--- config.mk ---
export PLATFORM = sky130hd
export DESIGN_NAME = mwb_stage
export DESIGN_NICKNAME = d
export VERILOG_FILES = /design/src/rtl/mwb_stage.sv
export SDC_FILE = /design/constraint.sdc
export NUM_CORES = 1
export LEC_CHECK = 0
export ABC_AREA = 1
export CAP_MARGIN = 15
export CORE_MARGIN = 5
export CORE_UTILIZATION = 41
export CTS_CLUSTER_SIZE = 25
export DETAILED_ROUTE_END_ITERATION = 10
export PLACE_DENSITY = 0.82
export SLEW_MARGIN = 5
export SYNTH_ARGS = -nofsm -noshare
export SYNTH_HDL_FRONTEND = slang
export SYNTH_SLANG_ARGS = --single-unit
--- constraint.sdc ---
create_clock -name clk -period 2.1 [get_ports clk]
set_input_delay 0.315 -clock clk [delete_from_list [all_inputs] [get_ports clk]]
set_output_delay 0.315 -clock clk [all_outputs]
set_load 0.1 [all_outputs]
--- src/rtl/mwb_stage.sv ---
// Memory/writeback stage: load/store over req/gnt/rvalid, load alignment,
// writeback mux and register-file write port, with stall and error pulses.
`timescale 1ns/1ps
module mwb_stage #(
    parameter int TIMEOUT_CYCLES = 255
) (
    input  logic        clk,
    input  logic        rst,
    input  logic [31:0] instruction_in,
    input  logic [31:0] ALU_result_in,
    input  logic [31:0] IMME_result_in,
    input  logic [31:0] PC_in,
    input  logic [31:0] rs2_data_in,
    input  logic        Reg_WE_in,
    input  logic [1:0]  DMEM_sel_in,
    input  logic [2:0]  LOAD_sel_in,
    input  logic [1:0]  WB_sel_in,
    output logic        dmem_req,
    output logic        dmem_we,
    output logic [31:0] dmem_addr,
    output logic [3:0]  dmem_be,
    output logic [31:0] dmem_wdata,
    input  logic        dmem_gnt,
    input  logic        dmem_rvalid,
    input  logic [31:0] dmem_rdata,
    output logic        rf_we,
    output logic [4:0]  rf_waddr,
    output logic [31:0] rf_wdata,
    output logic        mwb_stall,
    output logic        misalign_err,
    output logic        bus_err
);

    localparam int CW = (TIMEOUT_CYCLES < 2) ? 1 : $clog2(TIMEOUT_CYCLES + 1);

    typedef enum logic [1:0] {
        IDLE,
        REQ,
        WAIT,
        DONE
    } state_t;

    state_t          state;
    logic [CW-1:0]   cnt;
    logic [31:0]     ld_q;
    logic            to_q;

    logic            is_load;
    logic            is_store;
    logic            mem_op;
    logic [1:0]      size;
    logic [1:0]      off;
    logic            misalign;
    logic [4:0]      rd;
    logic [2:0]      funct3;
    logic [3:0]      be_raw;
    logic [31:0]     wdata_raw;
    logic [7:0]      lane_b;
    logic [15:0]     lane_h;
    logic [31:0]     ld_ext;
    logic [31:0]     wb_data;
    logic            wb_en;
    logic            drv;
    logic            unused;

    assign rd       = instruction_in[11:7];
    assign funct3   = instruction_in[14:12];
    assign off      = ALU_result_in[1:0];
    assign is_load  = (DMEM_sel_in == 2'b01);
    assign is_store = (DMEM_sel_in == 2'b10);
    assign mem_op   = is_load | is_store;
    assign wb_en    = Reg_WE_in & (rd != 5'd0);
    assign unused   = ^{instruction_in[31:15], instruction_in[6:0]};

    // size: 0 byte, 1 half, 2 word
    always_comb begin
        size = 2'd2;
        if (is_store) begin
            unique case (funct3)
                3'b000:  size = 2'd0;
                3'b001:  size = 2'd1;
                default: size = 2'd2;
            endcase
        end else begin
            unique case (LOAD_sel_in)
                3'b000, 3'b100: size = 2'd0;
                3'b001, 3'b101: size = 2'd1;
                default:        size = 2'd2;
            endcase
        end
    end

    assign misalign = mem_op &
                      (((size == 2'd1) & off[0]) |
                       ((size == 2'd2) & (off != 2'b00)));

    always_comb begin
        be_raw    = 4'b1111;
        wdata_raw = rs2_data_in;
        unique case (size)
            2'd0: begin
                be_raw    = 4'b0001 << off;
                wdata_raw = {4{rs2_data_in[7:0]}};
            end
            2'd1: begin
                be_raw    = 4'b0011 << {off[1], 1'b0};
                wdata_raw = {2{rs2_data_in[15:0]}};
            end
            default: begin
                be_raw    = 4'b1111;
                wdata_raw = rs2_data_in;
            end
        endcase
    end

    assign lane_b = 8'(ld_q >> {off, 3'b000});
    assign lane_h = 16'(ld_q >> {off[1], 4'b0000});

    always_comb begin
        ld_ext = ld_q;
        unique case (LOAD_sel_in)
            3'b000:  ld_ext = {{24{lane_b[7]}}, lane_b};
            3'b001:  ld_ext = {{16{lane_h[15]}}, lane_h};
            3'b100:  ld_ext = {24'd0, lane_b};
            3'b101:  ld_ext = {16'd0, lane_h};
            default: ld_ext = ld_q;
        endcase
    end

    always_comb begin
        wb_data = ALU_result_in;
        unique case (WB_sel_in)
            2'b00: wb_data = ALU_result_in;
            2'b01: wb_data = ld_ext;
            2'b10: wb_data = PC_in + 32'd4;
            2'b11: wb_data = IMME_result_in;
        endcase
    end

    // Every output is forced low while reset is held.
    always_comb begin
        dmem_req     = 1'b0;
        dmem_we      = 1'b0;
        dmem_addr    = 32'd0;
        dmem_be      = 4'd0;
        dmem_wdata   = 32'd0;
        rf_we        = 1'b0;
        rf_waddr     = 5'd0;
        rf_wdata     = 32'd0;
        mwb_stall    = 1'b0;
        misalign_err = 1'b0;
        bus_err      = 1'b0;
        drv          = 1'b0;
        if (rst) begin
            unique case (state)
                IDLE: begin
                    if (!mem_op) begin
                        rf_we    = wb_en;
                        rf_wdata = wb_data;
                    end else if (misalign) begin
                        misalign_err = 1'b1;
                    end else begin
                        drv       = 1'b1;
                        mwb_stall = 1'b1;
                    end
                end
                REQ: begin
                    drv       = 1'b1;
                    mwb_stall = 1'b1;
                end
                WAIT: begin
                    mwb_stall = 1'b1;
                end
                DONE: begin
                    rf_we    = is_load & ~to_q & wb_en;
                    rf_wdata = wb_data;
                    bus_err  = to_q;
                end
            endcase
            if (drv) begin
                dmem_req   = 1'b1;
                dmem_we    = is_store;
                dmem_addr  = {ALU_result_in[31:2], 2'b00};
                dmem_be    = be_raw;
                dmem_wdata = is_store ? wdata_raw : 32'd0;
            end
            if (rf_we) begin
                rf_waddr = rd;
            end
        end
    end

    always_ff @(posedge clk or negedge rst) begin
        if (!rst) begin
            state <= IDLE;
            cnt   <= '0;
            ld_q  <= 32'd0;
            to_q  <= 1'b0;
        end else begin
            to_q <= 1'b0;
            unique case (state)
                IDLE: begin
                    if (mem_op && !misalign) begin
                        cnt   <= '0;
                        state <= dmem_gnt ? WAIT : REQ;
                    end
                end
                REQ: begin
                    if (dmem_gnt) begin
                        cnt   <= '0;
                        state <= WAIT;
                    end
                end
                WAIT: begin
                    if (dmem_rvalid) begin
                        ld_q  <= dmem_rdata;
                        state <= DONE;
                    end else if (cnt == CW'(TIMEOUT_CYCLES - 1)) begin
                        to_q  <= 1'b1;
                        state <= DONE;
                    end else begin
                        cnt <= cnt + 1'b1;
                    end
                end
                DONE: begin
                    state <= IDLE;
                end
            endcase
        end
    end

endmodule

==> metrics.yaml, run 1 <==
initial_core_util: 0.4197
dieWidth_um: 129.4
place.gp.congestion: 1.014
postGrtWorstEndpoint: "dmem_addr[16]"
ys_types: 41
endpoint_type: "primary output"
failed_stage: "global routing"
async_flop_share: 1.000
ios: 315
synth_warnings: 0
ctsHoldBuffers: 0
dp_hpwl_um: 26330
overflow: 7
ys_ff_latch: 43
grt_use_total: 0.6539
status: "aborted with a tool error"
ys_seq_area_frac: 0.1840
synthCells: 1111
h-tree-depth: 2
cts_made_buffers: 5
clock-root-buffer: "clkbuf_16"
syn_area_per_cell_um2: 5.264
grt_start_max_net_pins: 54
clockBufferDepth: 2
placed_cells: 1666
port_buffers: 288
numClockSinks: 43
dpl_cell_area_um2: 12040
error_line: "[ERROR GRT-0232] Routing congestion too high. Check the congestion heatmap in the GUI."
synth_edf_count: 0
die_h_um: 129.4
fp-row-count: 43
synth-main-ff-cell: "dfrtp_1"
syn_area_um2: 5848
[per-stage QoR]
step / setup slack (ns) / utilization
after floorplan: -0.4480 / -
after global placement: -0.5367 / 0.8641
after detailed placement: -0.7305 / 0.8641
after CTS: -0.2385 / 0.9371
[what timing repair did]
action / in CTS
resized for setup: 238
gates cloned: 6
setup buffers: 19
pin swaps: 50
endpoints found under the setup margin: 110
[cells in the mapped netlist (6+ instances only)]
library cell / number / area, um^2
nor3_1: 9 / 45.04
nand2_1: 343 / 1287
o21ai_0: 74 / 370.4
o21ai_2: 7 / 61.31
o211ai_1: 7 / 52.55
o21bai_1: 7 / 52.55
inv_2: 6 / 22.52
buf_2: 17 / 85.08
ha_1: 10 / 125.1
nor2_1: 229 / 859.6
buf_4: 8 / 60.06
buf_6: 7 / 78.83
dfrtp_1: 43 / 1076
a21oi_1: 53 / 265.3
inv_1: 134 / 503.0
nand4_1: 6 / 37.54
o21ai_1: 7 / 35.03
nand3_1: 83 / 415.4
clkbuf_1: 19 / 71.32
[metal layers]
metal,overflow,GRT usage
met5,0,0.1059
met4,3,0.6534
met3,0,0.4299
met2,4,0.8963
met1,0,0.6374
[cell families after synthesis]
group / after synthesis / synth area share
adders and majority gates: 10 / 0.02139
xor gates and xnor gates: 6 / 0.008986
DFF: 43 / 0.1840
buffers and inverters: 195 / 0.1429
other: 1 / 0.0006412
AOI/OAI and AO/OA: 164 / 0.1555
and+or+nand+nor: 692 / 0.4865
==> inputs of run 2 (changes only) <==
--- a/config.mk
+++ b/config.mk
@@ -8,10 +8,9 @@
 export ABC_AREA = 1
 export CAP_MARGIN = 15
 export CORE_MARGIN = 5
-export CORE_UTILIZATION = 41
-export CTS_CLUSTER_SIZE = 25
+export CORE_UTILIZATION = 40
 export DETAILED_ROUTE_END_ITERATION = 10
-export PLACE_DENSITY = 0.82
+export PLACE_DENSITY_LB_ADDON = 0.15
 export SLEW_MARGIN = 5
 export SYNTH_ARGS = -nofsm -noshare
 export SYNTH_HDL_FRONTEND = slang
==> metrics.yaml, run 2 <==
reg_top3: "ld_q x32, cnt x8, state x2"
fin_tns_setup_ns: -19.17
overflow: 0
async_flop_share: 1.000  # unchanged
mostFrequentLayoutCells: "318 x nand2_1, 136 x clkdlybuf4s50_1, 123 x buf_12"
cp.required_ns: 1.78
ios: 315  # unchanged
fin_crit_sh: 1.158
rsz0062_at_grt: "true"
layout-drive-gt1-share: 0.3687
fin_total_pwr_w: 0.009763
dp_hpwl_um: 24890  # was 26330 um
largest_register_ffs: 32
syn_area_um2: 5848  # unchanged
hold_viol: 0
slew_headroom: 0.5046
synth_top_area_cell: "nand2_1"  # unchanged
final_common_cell: "nand2_1"
ys_types: 41  # unchanged
cap_viol_max_count: 0
wl_per_cell_um: 20.86
area_growth_pct: 120.7
ys_seq_area_frac: 0.1840  # unchanged
antenna_found_initial: 2
synth_warnings: 0  # unchanged
final_nets: 1721
postRouteAntennaNets: 0
crit_type: "in2out"
die_area_um2: 17140
synth-main-ff-cell: "dfrtp_1"  # unchanged
drt_first_pass_iters: 6
grt_use_total: 0.3795
fp-row-count: 44  # was 43
clockBufferDepth: 2  # unchanged
synth_edf_count: 0  # unchanged
power.density_nw_per_um2: 756.5
synth.area.top_cells: "nand2_1 22%, dfrtp_1 18%, nor2_1 15%"  # unchanged
coreArea_um2: 14420
synth.most_common_cell: "nand2_1"  # unchanged
slew_violations: 0
fin_hold_ws_ns: 0.3287
cp_max_fo: 6
grt_pass1_wl_um: 50310
instances_no_fill: 1697
tightest_slew_ns: 0.7431
r2r_end: "cnt[3]"
synthCells: 1111  # unchanged
power.leakage_nw: 5.616
largest_register: "ld_q"
fmax_ghz: 0.4114
placed_cells: 1666  # unchanged
rr_startpoint: "state[0]"
port_buffers: 288  # unchanged
cp-end-kind: "primary output"
initial_core_util: 0.4054  # was 0.4197
worstPathArrival_ns: 2.12
drc_errors: 0
clock-root-buffer: "clkbuf_16"  # unchanged
place.gp.congestion: 0.9926  # was 1.014
rr_worst_depth: 11
h-tree-depth: 2  # unchanged
hold_class: "in2async"
period_needed_ns: 2.431
dieWidth_um: 130.9  # was 129.4 um
initialDrtViolationCount: 1270
violations: "setup timing"
numClockSinks: 43  # unchanged
cts_made_buffers: 5  # unchanged
peakVddDrop_mv: 1.112
ctsHoldBuffers: 0  # unchanged
worst_skew_pair.late_latency_ns: 0.29
grt_pass1_vias: 9400
dpl_cell_area_um2: 11990  # was 12040 um^2
clock_skew_ns: 0.004602
reg2reg_slack_ns: 0.23
grt_start_max_net_pins: 54
final_area_um2: 12910
vias_per_cell: 5.779
crit_path_start_kind: "input port"
status: "finished with violations"  # was aborted with a tool error
cts_tree: "built"
die_h_um: 130.9  # was 129.4 um
via_count: 9807
layout_setup_ws_ns: -0.3309
synth_top_area_frac: 0.2202  # unchanged
synth_common_cells: "343 x nand2_1, 229 x nor2_1, 134 x inv_1"  # unchanged
drt-total-wl_um: 35400
syn_area_per_cell_um2: 5.264  # unchanged
ys_ff_latch: 43  # unchanged
clk_pin_slew_ns: 0.06
finalSetupViolCount: 106
==> run 2: cell counts after synthesis <==
Identical to the previous run, type by type.
==> run 2: critical path, stage by stage <==
cell     delay (ns)
buf_2          0.16
inv_8          0.04
ha_4           0.17
buf_4          0.15
nand3_2        0.09
o21ai_4        0.09
buf_6          0.14
buf_16         0.13
nand3_1        0.09
o21ai_2        0.09
nor2_1         0.13
nand3_1        0.16
nor2_4         0.16
buf_12         0.19
==> run 2: layout make-up <==
type                    instances  area, um^2
clock buffers                   5       125.1
flip-flops and latches         43        1076
well taps                     184       230.2
fillers                       694        1518
repair buffers                441        5396
diodes                          5       12.51
clock inverters                 3       20.02
inverters                     141       560.5
multi-input cells             875        5485
==> run 2: logic make-up after synthesis <==
logic type               share of synthesized area
AND/OR/NAND/NOR                             0.4865
buffers and inverters                       0.1429
AO/OA/AOI/OAI                               0.1555
flip-flops                                  0.1840
adder cells (fa/ha/maj)                    0.02139
XOR/XNOR                                  0.008986
other                                    0.0006412
==> run 2: report_power, final <==
| part | total [W] | switching, W | internal, W |
|---|---|---|---|
| Clock | 0.000765 | 0.000327 | 0.000438 |
| Combinational | 0.00766 | 0.00485 | 0.00281 |
| Sequential | 0.00134 | 0.000183 | 0.00116 |
| Total | 0.00976 | 0.00536 | 0.00440 |
==> run 2: routing by layer <==
metal  share of wire  global-route usage  up-vias
met5               0                   0        -
met4           0.073              0.2214        0
met3            0.10             0.07602      217
met2            0.48              0.6578      764
met1            0.35              0.4319     4546
li1                -                   -     4280
==> run 2: through the flow <==
| stage | setup WS, ns | utilization |
|---|---|---|
| floorplan | -0.4480 | - |
| global placement | -0.5466 | 0.8314 |
| detailed placement | -0.6385 | 0.8314 |
| CTS | -0.2551 | 0.8820 |
| global route | -0.4193 | 0.8943 |
| finish | -0.3309 | 0.8948 |
==> run 2: how the worst max path moves through the flow <==
stage / slack [ns] / to / cells past startpoint / start
after global placement: -0.55 / dmem_wdata[15] / 11 / DMEM_sel_in[0]
after detailed placement: -0.64 / dmem_wdata[4] / 12 / DMEM_sel_in[0]
after global routing: -0.42 / dmem_wdata[29] / 13 / DMEM_sel_in[0]
final: -0.33 / dmem_wdata[29] / 14 / DMEM_sel_in[0]
after CTS: -0.26 / dmem_wdata[11] / 11 / state[0]
after floorplan: -0.45 / dmem_wdata[4] / 12 / DMEM_sel_in[0]
==> run 2: what timing repair did <==
item,CTS,global route
cloned,6,1
resized for setup,157,93
endpoints found under the setup margin,108,114
setup buffers,15,7
pin swaps,43,35
(Power assumes the default switching activity.)
